### src/rtl/aes_pkg.sv
// Shared AES-core types and constants used by the S-box ROM arbiter.
package aes_pkg;

  localparam int SBOX_ADDR_W = 8;
  localparam int SBOX_DATA_W = 8;

  localparam int REQ_SUBBYTES = 0;
  localparam int REQ_KEYEXP   = 1;

  typedef enum logic {ARB, LOCKED} sbox_arb_state_t;

endpackage

### src/rtl/rr_arbiter.sv
// Rotating-priority encoder: first asserted req at or after ptr, wrapping.
module rr_arbiter #(
  parameter int NUM_REQ = 2,
  parameter int IDX_W   = 1
) (
  input  logic [NUM_REQ-1:0] req,
  input  logic [IDX_W-1:0]   ptr,
  output logic [NUM_REQ-1:0] win_oh,
  output logic [IDX_W-1:0]   win_idx,
  output logic               win_any
);

  localparam logic [IDX_W:0] NR = (IDX_W+1)'(NUM_REQ);

  always_comb begin
    logic [IDX_W:0]   j;
    logic [IDX_W-1:0] idx;
    win_oh  = '0;
    win_idx = '0;
    win_any = 1'b0;
    for (int i = 0; i < NUM_REQ; i++) begin
      j = {1'b0, ptr} + (IDX_W+1)'(i);
      if (j >= NR) j = j - NR;
      idx = j[IDX_W-1:0];
      if (!win_any && req[idx]) begin
        win_any      = 1'b1;
        win_idx      = idx;
        win_oh[idx]  = 1'b1;
      end
    end
  end

endmodule

### src/rtl/sbox_rom_arbiter.sv
// Shares one registered-read S-box ROM between SubBytes and key expansion:
// round-robin grant with bounded burst lock, tag pipe routes data back.
module sbox_rom_arbiter
  import aes_pkg::*;
#(
  parameter int NUM_REQ  = 2,
  parameter int ROM_LAT  = 1,
  parameter int MAX_LOCK = 4
) (
  input  logic                           clk,
  input  logic                           rst,
  input  logic [NUM_REQ-1:0]             req,
  input  logic [NUM_REQ*SBOX_ADDR_W-1:0] req_addr,
  input  logic [NUM_REQ-1:0]             lock,
  output logic [NUM_REQ-1:0]             gnt,
  output logic [NUM_REQ-1:0]             rsp_valid,
  output logic [SBOX_DATA_W-1:0]         rsp_data,
  output logic [SBOX_ADDR_W-1:0]         rom_addr,
  input  logic [SBOX_DATA_W-1:0]         rom_data,
  output logic                           busy
);

  localparam int IDX_W = (NUM_REQ > 1) ? $clog2(NUM_REQ) : 1;
  localparam int CNT_W = $clog2(MAX_LOCK + 1);
  localparam logic [CNT_W-1:0] CNT_MAX  = CNT_W'(MAX_LOCK);
  localparam logic [IDX_W-1:0] IDX_LAST = IDX_W'(NUM_REQ - 1);

  sbox_arb_state_t                state_q, state_d;
  logic [IDX_W-1:0]               ptr_q, ptr_d;
  logic [IDX_W-1:0]               owner_q, owner_d;
  logic [CNT_W-1:0]               cnt_q, cnt_d;
  logic [SBOX_ADDR_W-1:0]         rom_addr_q, rom_addr_d;
  logic [ROM_LAT:0]               vld_pipe_q, vld_pipe_d;
  logic [ROM_LAT:0][IDX_W-1:0]    own_pipe_q, own_pipe_d;

  logic [NUM_REQ-1:0][SBOX_ADDR_W-1:0] addr_arr;
  logic [NUM_REQ-1:0] arb_oh, owner_oh;
  logic [IDX_W-1:0]   arb_idx, gnt_idx;
  logic               arb_any, gnt_any, hold;

  assign addr_arr = req_addr;

  rr_arbiter #(
    .NUM_REQ (NUM_REQ),
    .IDX_W   (IDX_W)
  ) u_rr (
    .req     (req),
    .ptr     (ptr_q),
    .win_oh  (arb_oh),
    .win_idx (arb_idx),
    .win_any (arb_any)
  );

  always_comb begin
    owner_oh = '0;
    for (int i = 0; i < NUM_REQ; i++) owner_oh[i] = (owner_q == IDX_W'(i));
  end

  // When the burst ends, the same cycle falls through to ARB rules so the
  // next requester is served without a bubble (ptr already points past owner).
  always_comb begin
    state_d = state_q;
    ptr_d   = ptr_q;
    owner_d = owner_q;
    cnt_d   = cnt_q;
    gnt_any = 1'b0;
    gnt_idx = '0;
    gnt     = '0;
    hold    = (state_q == LOCKED) && req[owner_q] && lock[owner_q] && (cnt_q < CNT_MAX);
    if (hold) begin
      gnt_any = 1'b1;
      gnt_idx = owner_q;
      gnt     = owner_oh;
      cnt_d   = cnt_q + CNT_W'(1);
    end else begin
      state_d = ARB;
      cnt_d   = '0;
      if (arb_any) begin
        gnt_any = 1'b1;
        gnt_idx = arb_idx;
        gnt     = arb_oh;
        ptr_d   = (arb_idx == IDX_LAST) ? '0 : arb_idx + IDX_W'(1);
        if (lock[arb_idx]) begin
          state_d = LOCKED;
          owner_d = arb_idx;
          cnt_d   = CNT_W'(1);
        end
      end
    end
  end

  always_comb begin
    rom_addr_d    = gnt_any ? addr_arr[gnt_idx] : rom_addr_q;
    vld_pipe_d    = vld_pipe_q;
    own_pipe_d    = own_pipe_q;
    vld_pipe_d[0] = gnt_any;
    own_pipe_d[0] = gnt_idx;
    for (int s = 1; s <= ROM_LAT; s++) begin
      vld_pipe_d[s] = vld_pipe_q[s-1];
      own_pipe_d[s] = own_pipe_q[s-1];
    end
  end

  always_ff @(posedge clk or negedge rst) begin
    if (!rst) begin
      state_q    <= ARB;
      ptr_q      <= '0;
      owner_q    <= '0;
      cnt_q      <= '0;
      rom_addr_q <= '0;
      vld_pipe_q <= '0;
      own_pipe_q <= '0;
    end else begin
      state_q    <= state_d;
      ptr_q      <= ptr_d;
      owner_q    <= owner_d;
      cnt_q      <= cnt_d;
      rom_addr_q <= rom_addr_d;
      vld_pipe_q <= vld_pipe_d;
      own_pipe_q <= own_pipe_d;
    end
  end

  always_comb begin
    rsp_valid = '0;
    for (int i = 0; i < NUM_REQ; i++)
      rsp_valid[i] = vld_pipe_q[ROM_LAT] && (own_pipe_q[ROM_LAT] == IDX_W'(i));
  end

  assign rsp_data = rom_data;
  assign rom_addr = rom_addr_q;
  assign busy     = |vld_pipe_q;

endmodule
### config.mk
export PLATFORM = sky130hd
export DESIGN_NAME = sbox_rom_arbiter
export DESIGN_NICKNAME = d
export VERILOG_FILES = /design/src/rtl/aes_pkg.sv /design/src/rtl/rr_arbiter.sv /design/src/rtl/sbox_rom_arbiter.sv
export SDC_FILE = /design/constraint.sdc
export NUM_CORES = 1
export LEC_CHECK = 0
export ABC_AREA = 1
export CAP_MARGIN = 20
export CORE_UTILIZATION = 39
export DETAILED_ROUTE_END_ITERATION = 16
export PLACE_DENSITY_LB_ADDON = 0.3
export SYNTH_ARGS = -nofsm -noshare
export SYNTH_HDL_FRONTEND = slang
export SYNTH_SLANG_ARGS = --single-unit
### constraint.sdc
create_clock -name clk -period 1.5 [get_ports clk]
set_input_delay 0.3 -clock clk [delete_from_list [all_inputs] [get_ports clk]]
set_output_delay 0.3 -clock clk [all_outputs]
set_load 0.005 [all_outputs]
Word level (Yosys, flattened, before mapping):

Index checks and enable logic that the tools add are counted.

* register bits after elaboration: 18
* bits of input ports: 30
* output and inout bits: 21

* add/subtract/negate cells: 5
* $lt $le $gt $ge: 10
* muxes and demuxes: 36
* bitwise operators: 4
* reduce and logical (&&, ||, !) cells: 12

Operators by type and width (number)
* two-way mux 1 bit: 27
* two-way mux 8 bit: 2
* less-than comparator 1 x 2 -> 1 bit, second input constant: 5
* logical AND 1 bit: 8
* two-way mux 2 bit: 4
* adder 3 x 1 -> 3 bit, second input constant: 1
* less-than comparator 3 bit, second input constant: 1
* two-way mux 3 bit: 1
* inverter 1 bit: 3
* AND reduction 3 bit: 1
* adder 1 x 1 -> 2 bit, second input constant: 1
* demux 1 bit (select 1 bit): 2
* greater-or-equal comparator 1 bit, second input constant: 2
* greater-or-equal comparator 1 x 2 -> 1 bit, second input constant: 1
* greater-or-equal comparator 2 bit, second input constant: 1
* OR 2 bit: 1
* AND reduction 2 bit: 1
* OR reduction 2 bit: 1
* subtractor 1 bit, second input constant: 2
* adder 1 bit, second input constant: 1
* logical NOT 1 bit: 1

Depth between registers and ports, before layout:

Gate-level depths: netlist of run 1.

* word-level depth: 13
* gate-level depth with buffers: 9
* mapped depth without buffers: 9

Hierarchy:

Synthesis of run 1 repeated with hierarchy kept, for this count alone.

* cells, all modules: 134
* area total of the unflattened synthesis: 998.5 um2

Modules (own cells, without submodules)
* sbox_rom_arbiter: times used 1, cells each 127, area each 968.4 um2, seq. area each 450.4 um2
* rr_arbiter: times used 1, cells each 7, area each 30.0 um2, seq. area each 0.0 um2

Least setup slack after synthesis of run 1:

Ideal clock, no wire load.

* path kind: reg-to-output
* start point: register cnt_q[2]
* end point: output gnt[0]
* data arrival time: 0.928 ns
* required time: 1.200 ns
* setup slack: 0.272 ns
* cell stages (with the launch flop): 7
* path buffers: 0
* cells stage by stage: dfrtp_1 nor2_2 nand3_4 nand2_1 inv_2 nand2_1 nand2_1

* longest elaborated chain between the ends: 3

RTL lines
* from (decl): line sbox_rom_arbiter.sv:31 `logic [CNT_W-1:0] cnt_q, cnt_d;`
* from (signal assigned): line sbox_rom_arbiter.sv:117 `cnt_q <= cnt_d;`
* less-than comparator 3 bit: line sbox_rom_arbiter.sv:69 `hold = (state_q == LOCKED) && req[owner_q] && lock[owner_q] && (cnt_q < CNT_MAX);`
* logical AND 1 bit: line sbox_rom_arbiter.sv:69
* two-way mux 2 bit: line sbox_rom_arbiter.sv:70 `if (hold) begin`
* to (decl): line sbox_rom_arbiter.sv:15 `output logic [NUM_REQ-1:0] gnt,`

No other way between the ends.

Worst setup path in the final report of run 1:

* start point: register state_q
* end point: output gnt[0]

* longest elaborated chain between the ends: 4

RTL lines
* from (decl): line sbox_rom_arbiter.sv:28 `sbox_arb_state_t state_q, state_d;`
* from (signal assigned): line sbox_rom_arbiter.sv:114 `state_q <= state_d;`
* logical AND 1 bit (3 in a row): line sbox_rom_arbiter.sv:69
* two-way mux 2 bit: line sbox_rom_arbiter.sv:70

No other way between the ends.

==> results.cfg, run 1 <==
[cells_and_area]
drive_above_1_share = 0.301
fin_nets = 215
synthToLayoutAreaGrowth_pct = 60.8
diodes = 0
fin_cells = 211
n_fill_cell = 197

[power]
swShare = 0.344
p_leak_nw = 0.882
intPower_mw = 1.35
seqPwrFrac = 0.331
power_switching_mw = 0.708
power_density_mw_per_mm2 = 1300
p_clk_frac = 0.148
peakVddDrop_uv = 980
finalPower_mw = 2.06
p_comb_frac = 0.521

[grt]
grt.met3_usage = 0.0522
grt_pass1_wl_um = 4000
use_met1 = 0.195
overflow = 0
gr-max-usage-layer = met2
grt_use_met2 = 0.395
grt_max_degree = 19
grt_pass1_vias = 984
track_usage = 0.199
antenna_found_initial = 0

[setup_path]
worstSetupStartpointType = flop
path_cells = inv_2 > nor2_4 > buf_6 > buf_4 > nand3_4 > nand2_1 > buf_2
worst_ep_arrival_time_ns = 1.29
crit_cells = 7
required_ns = 1.20
critPathKind = flop to output pin
critPathMaxStageDelay_ns = 0.36
cp_slowest_cell = dfrtp_1
crit_buf_inv = 4
end_kind = output pin
worstRegToRegCells = 9
path_max_fanout = 2
crit_family = buffers and inverters

[synthesis]
synth.avg_cell_area_sq_um = 7.87
syn_inst = 125
ys_async_sr_fraction = 1.00
yosysSeqAreaShare = 0.458
yosys.area.top_type_share = 0.458
synth_area_leaders = dfrtp_1, nand3_1, nand2_1, inv_1, buf_4
ys_types = 18
ys_warn_count = 0
synth-main-ff-cell = dfrtp_1
synth_nets = 156
synth_common_cells = nand2_1, nand3_1, inv_1
synth-edff-count = 0
synth_area_sq_um = 983
yosysMostFrequentCell = nand2_1
synth-seq-cells = 18
yosysTopAreaCell = dfrtp_1

[timing]
hold_viol = 0
finalSetupViolations = 2
setup-tns-final_ns = -0.164
grt_setup_unrepaired = yes
period_share = 1.06
worst-slew-pin-transition_ns = 0.232
timing.hold.ws_ns = 0.316
finalCriticalPeriod_ns = 1.59
slew_headroom = 0.845
clock_skew_ns = 0.00255
slew_violations = 0
setup_slack_ns = -0.0902
fmax_mhz = 629

[outcome]
failed_checks = negative setup slack
status = finished, violations left

[detailed_routing]
first_iter_violations = 6
ant_nets = 0
dr.pass1.iters = 4
routed_via_density = 4.64
drc = 0
drt_wl_total_um = 2490
vias = 980
wl_per_cell_um = 11.8

[die]
die_y_um = 52.2
rows = 17
die_w_um = 52.2
initial_utilization = 0.428
core-area_sq_mm = 0.00230
io_pins = 51
die_area_sq_mm = 0.00273

[place]
place_hpwl_um = 1660
gp_congestion = 0.781
dpl_worst_slack_ns = -0.627
dp.cells = 193
io_buffer_count = 34

[cts]
cts_htree_levels = 1
clk_latency_ns = 0.30
cts-hold-fix-buffers = 0
clk_pin_slew_ns = 0.11
cts_tree = done
root_buffer = clkbuf_4
ctsLongestPathBuffers = 2
clock-sinks = 18
cts_buffers = 3

[min_path]
hold_path_class = input pin to asynchronous set/reset pin

[job]
maxCapViolCount = 0
==> power groups by stage <==
stage	logic, mW	clock network [mW]	registers, mW
global route	1.17	0.332	0.693
finish	1.07	0.305	0.681
CTS	0.968	0.313	0.687
floorplan	0.393	0	0.692
detailed placement	0.838	0	0.696
global placement	0.818	0	0.687
==> state kept, by name, indices dropped and copies added (netlist names) <==
name	cells
cnt_q	3
owner_q	1
rom_addr	8
ptr_q	1
state_q	1
vld_pipe_q	2
own_pipe_q	1
own_pipe_d	1
==> final timing paths <==
path	from	end	slack (ns)
max	state_q	gnt[0]	-0.09
min	rst	state_q	0.32
max reg2reg	owner_q	rom_addr[4]	0.12
min reg2reg	own_pipe_d[1]	own_pipe_q[1]	0.36
max in group asynchronous	rst	rom_addr[3]	0.99
min in group clk	own_pipe_d[1]	own_pipe_q[1]	0.36
==> routing by layer <==
metal / wire (um) / part of all wire
met1: 999 / 0.40
met2: 1300 / 0.52
met3: 145 / 0.058
met4: 45 / 0.018
met5: 0 / 0
==> metrics by stage <==
step | area (sq um) | util
global placement | 1400 | 0.611
finish | 1580 | 0.688
floorplan | 983 | -
CTS | 1520 | 0.661
detailed placement | 1400 | 0.611
global route | 1580 | 0.688
==> final cells by class <==
type | instances | area (sq um) | share of cell area
clock buffer | 4 | 36.3 | 0.0229
inverter | 26 | 97.6 | 0.0617
multi-input combinational | 73 | 412 | 0.260
sequential | 18 | 450 | 0.285
tap | 28 | 35.0 | 0.0222
timing repair buffer | 62 | 551 | 0.348
==> cells in the final DEF, fill, tap and decap left out, types with 2 or more instances in the layout <==
cell and instances:
nand2_1 27, buf_4 25, nand3_1 24, inv_1 21, clkdlybuf4s50_1 21, dfrtp_1 18
nand2_2 7, inv_2 5, dlygate4sd2_1 5, dlymetal6s2s_1 4, nor2_1 3, clkbuf_4 3
buf_6 3, nand2_4 2, nor2_4 2, nand3_4 2, o21ai_0 2, buf_2 2
==> cell families (layout without fill, tap and decap cells) <==
group	Yosys count	after routing	share of synthesized area
adders and majority gates	1	1	0.0127
DFF	18	18	0.458
AOI/OAI and AO/OA	3	3	0.0153
buffers and inverters	34	92	0.160
and+or+nand+nor	69	69	0.354
==> timing repair <==
action	4_1_cts	5_1_grt
endpoints found under the setup margin	7	18
gates resized for setup	26	9
buffers inserted	9	6
pin swaps	5	4
Note: power is estimated with default switching activity, not from simulation.
==> run 2, diff against run 1 <==
- CORE_UTILIZATION: 39 -> 40
- CTS_BUF_LIST: not set -> sky130_fd_sc_hd__clkbuf_2
- GPL_TIMING_DRIVEN: not set -> 0
==> results.cfg, run 2 (synthesis gave the netlist of run 1 again) <==
[die]
initial_utilization = 0.436
io_pins = 51
die_y_um = 51.6
core-area_sq_mm = 0.00225
die_area_sq_mm = 0.00266
rows = 17
die_w_um = 51.6

[place]
place_hpwl_um = 1700
placed_area_sq_mm = 0.00144
io_buffer_count = 42
dpl_worst_slack_ns = -0.795
gp_congestion = 0.754

[grt]
track_usage = 0.235
grt_pass1_vias = 1028
overflow = 0
grt_max_degree = 19
antenna_found_initial = 0
grt_pass1_wl_um = 4500

[cts]
root_buffer = clkbuf_2
ctsLongestPathBuffers = 2
clock-sinks = 18
clk_latency_ns = 0.30
cts_buffers = 3
cts_htree_levels = 1
cts-hold-fix-buffers = 0
cts_tree = done
clk_pin_slew_ns = 0.18

[detailed_routing]
first_iter_violations = 18
dr.pass1.iters = 5
ant_nets = 0
routed_via_density = 5.00
wl_per_cell_um = 15.1
drt_wl_total_um = 3310
drc = 0
vias = 1096

[timing]
setup-tns-final_ns = -0.362
timing.hold.ws_ns = 0.391
clock_skew_ns = 0.0116
setup_slack_ns = -0.197
worst-slew-pin-transition_ns = 0.837
slew_headroom = 0.441
fmax_mhz = 589
slew_violations = 0
finalCriticalPeriod_ns = 1.70
period_share = 1.13
finalSetupViolations = 2
hold_viol = 0
grt_setup_unrepaired = yes

[cells_and_area]
fin_util = 0.751
n_fill_cell = 174
layout_common_cells = nand2_1, buf_4, clkdlybuf4s50_1, nand3_1, inv_1
seq_area_sq_um = 452
multi_input_area_sq_um = 438
drive_above_1_share = 0.288
synthToLayoutAreaGrowth_pct = 72.3
fin_area_sq_mm = 0.00169
largest_register_ffs = 8
fin_nets = 223
diodes = 0

[power]
peakVddDrop_uv = 837
power_density_mw_per_mm2 = 1230
p_leak_nw = 0.936

[setup_path]
regToRegSetupSlack_ns = 0.04
worst_ep_arrival_time_ns = 1.40
end_kind = output pin
path_max_fanout = 3
worstSetupStartpointType = flop
required_ns = 1.20
critPathKind = flop to output pin

[outcome]
status = finished, violations left
failed_checks = negative setup slack

[min_path]
hold_path_class = flop to flop

[job]
maxCapViolCount = 0
==> run 2: layout make-up <==
type / instances / area share
Buffer: 8 / 0.0355
Clock buffer: 3 / 0.00886
Clock inverter: 1 / 0.00222
Inverter: 26 / 0.0591
Multi-Input combinational cell: 73 / 0.258
Tap cell: 28 / 0.0207
Timing Repair Buffer: 62 / 0.349
Sequential cell: 18 / 0.267
==> run 2: what timing repair did <==
| action | in CTS | in global routing |
|---|---|---|
| gates resized for setup | 32 | 13 |
| endpoints found under the hold margin | 0 | 0 |
| setup buffers | 16 | 4 |
| setup endpoints to repair | 9 | 17 |
| pin swaps | 7 | 3 |
==> run 2: final timing paths <==
path                                from       endpoint  depth (start not counted)
hold / removal             own_pipe_d[1]  own_pipe_q[1]                          0
setup / recovery                cnt_q[2]         gnt[1]                          6
max in group asynchronous            rst        owner_q                          1
hold reg to reg            own_pipe_d[1]  own_pipe_q[1]                          0
min in group asynchronous            rst    rom_addr[2]                          1
setup reg to reg                cnt_q[2]    rom_addr[6]                          8
==> run 2: critical path: stages, from the launching register on <==
cell     delay [ns]
dfrtp_1        0.43
nor2_4         0.18
nand3_4        0.12
buf_12         0.15
nand2_8        0.07
nand2_4        0.05
buf_6          0.11
==> run 2: through the flow <==
stage | std cells | total power [mW]
final | 219 | 2.08
after global routing | 219 | 2.19
after CTS | 215 | 1.93
after detailed placement | 195 | 1.46
after global placement | 195 | 1.43
after floorplan | 125 | 1.08
==> run 2: power breakdown <==
group          internal (mW)  switching [mW]  leakage, nW
combinational          0.606           0.568        0.707
clock                 0.0580           0.151       0.0140
sequential             0.616          0.0798        0.215
==> run 2: layer usage <==
| layer | up-vias | wire [um] | global-route usage |
|---|---|---|---|
| li1 | 509 | - | - |
| met4 | 0 | 150 | 0.113 |
| met3 | 16 | 228 | 0.0643 |
| met5 | - | 0 | 0 |
| met1 | 504 | 1080 | 0.252 |
| met2 | 67 | 1850 | 0.422 |
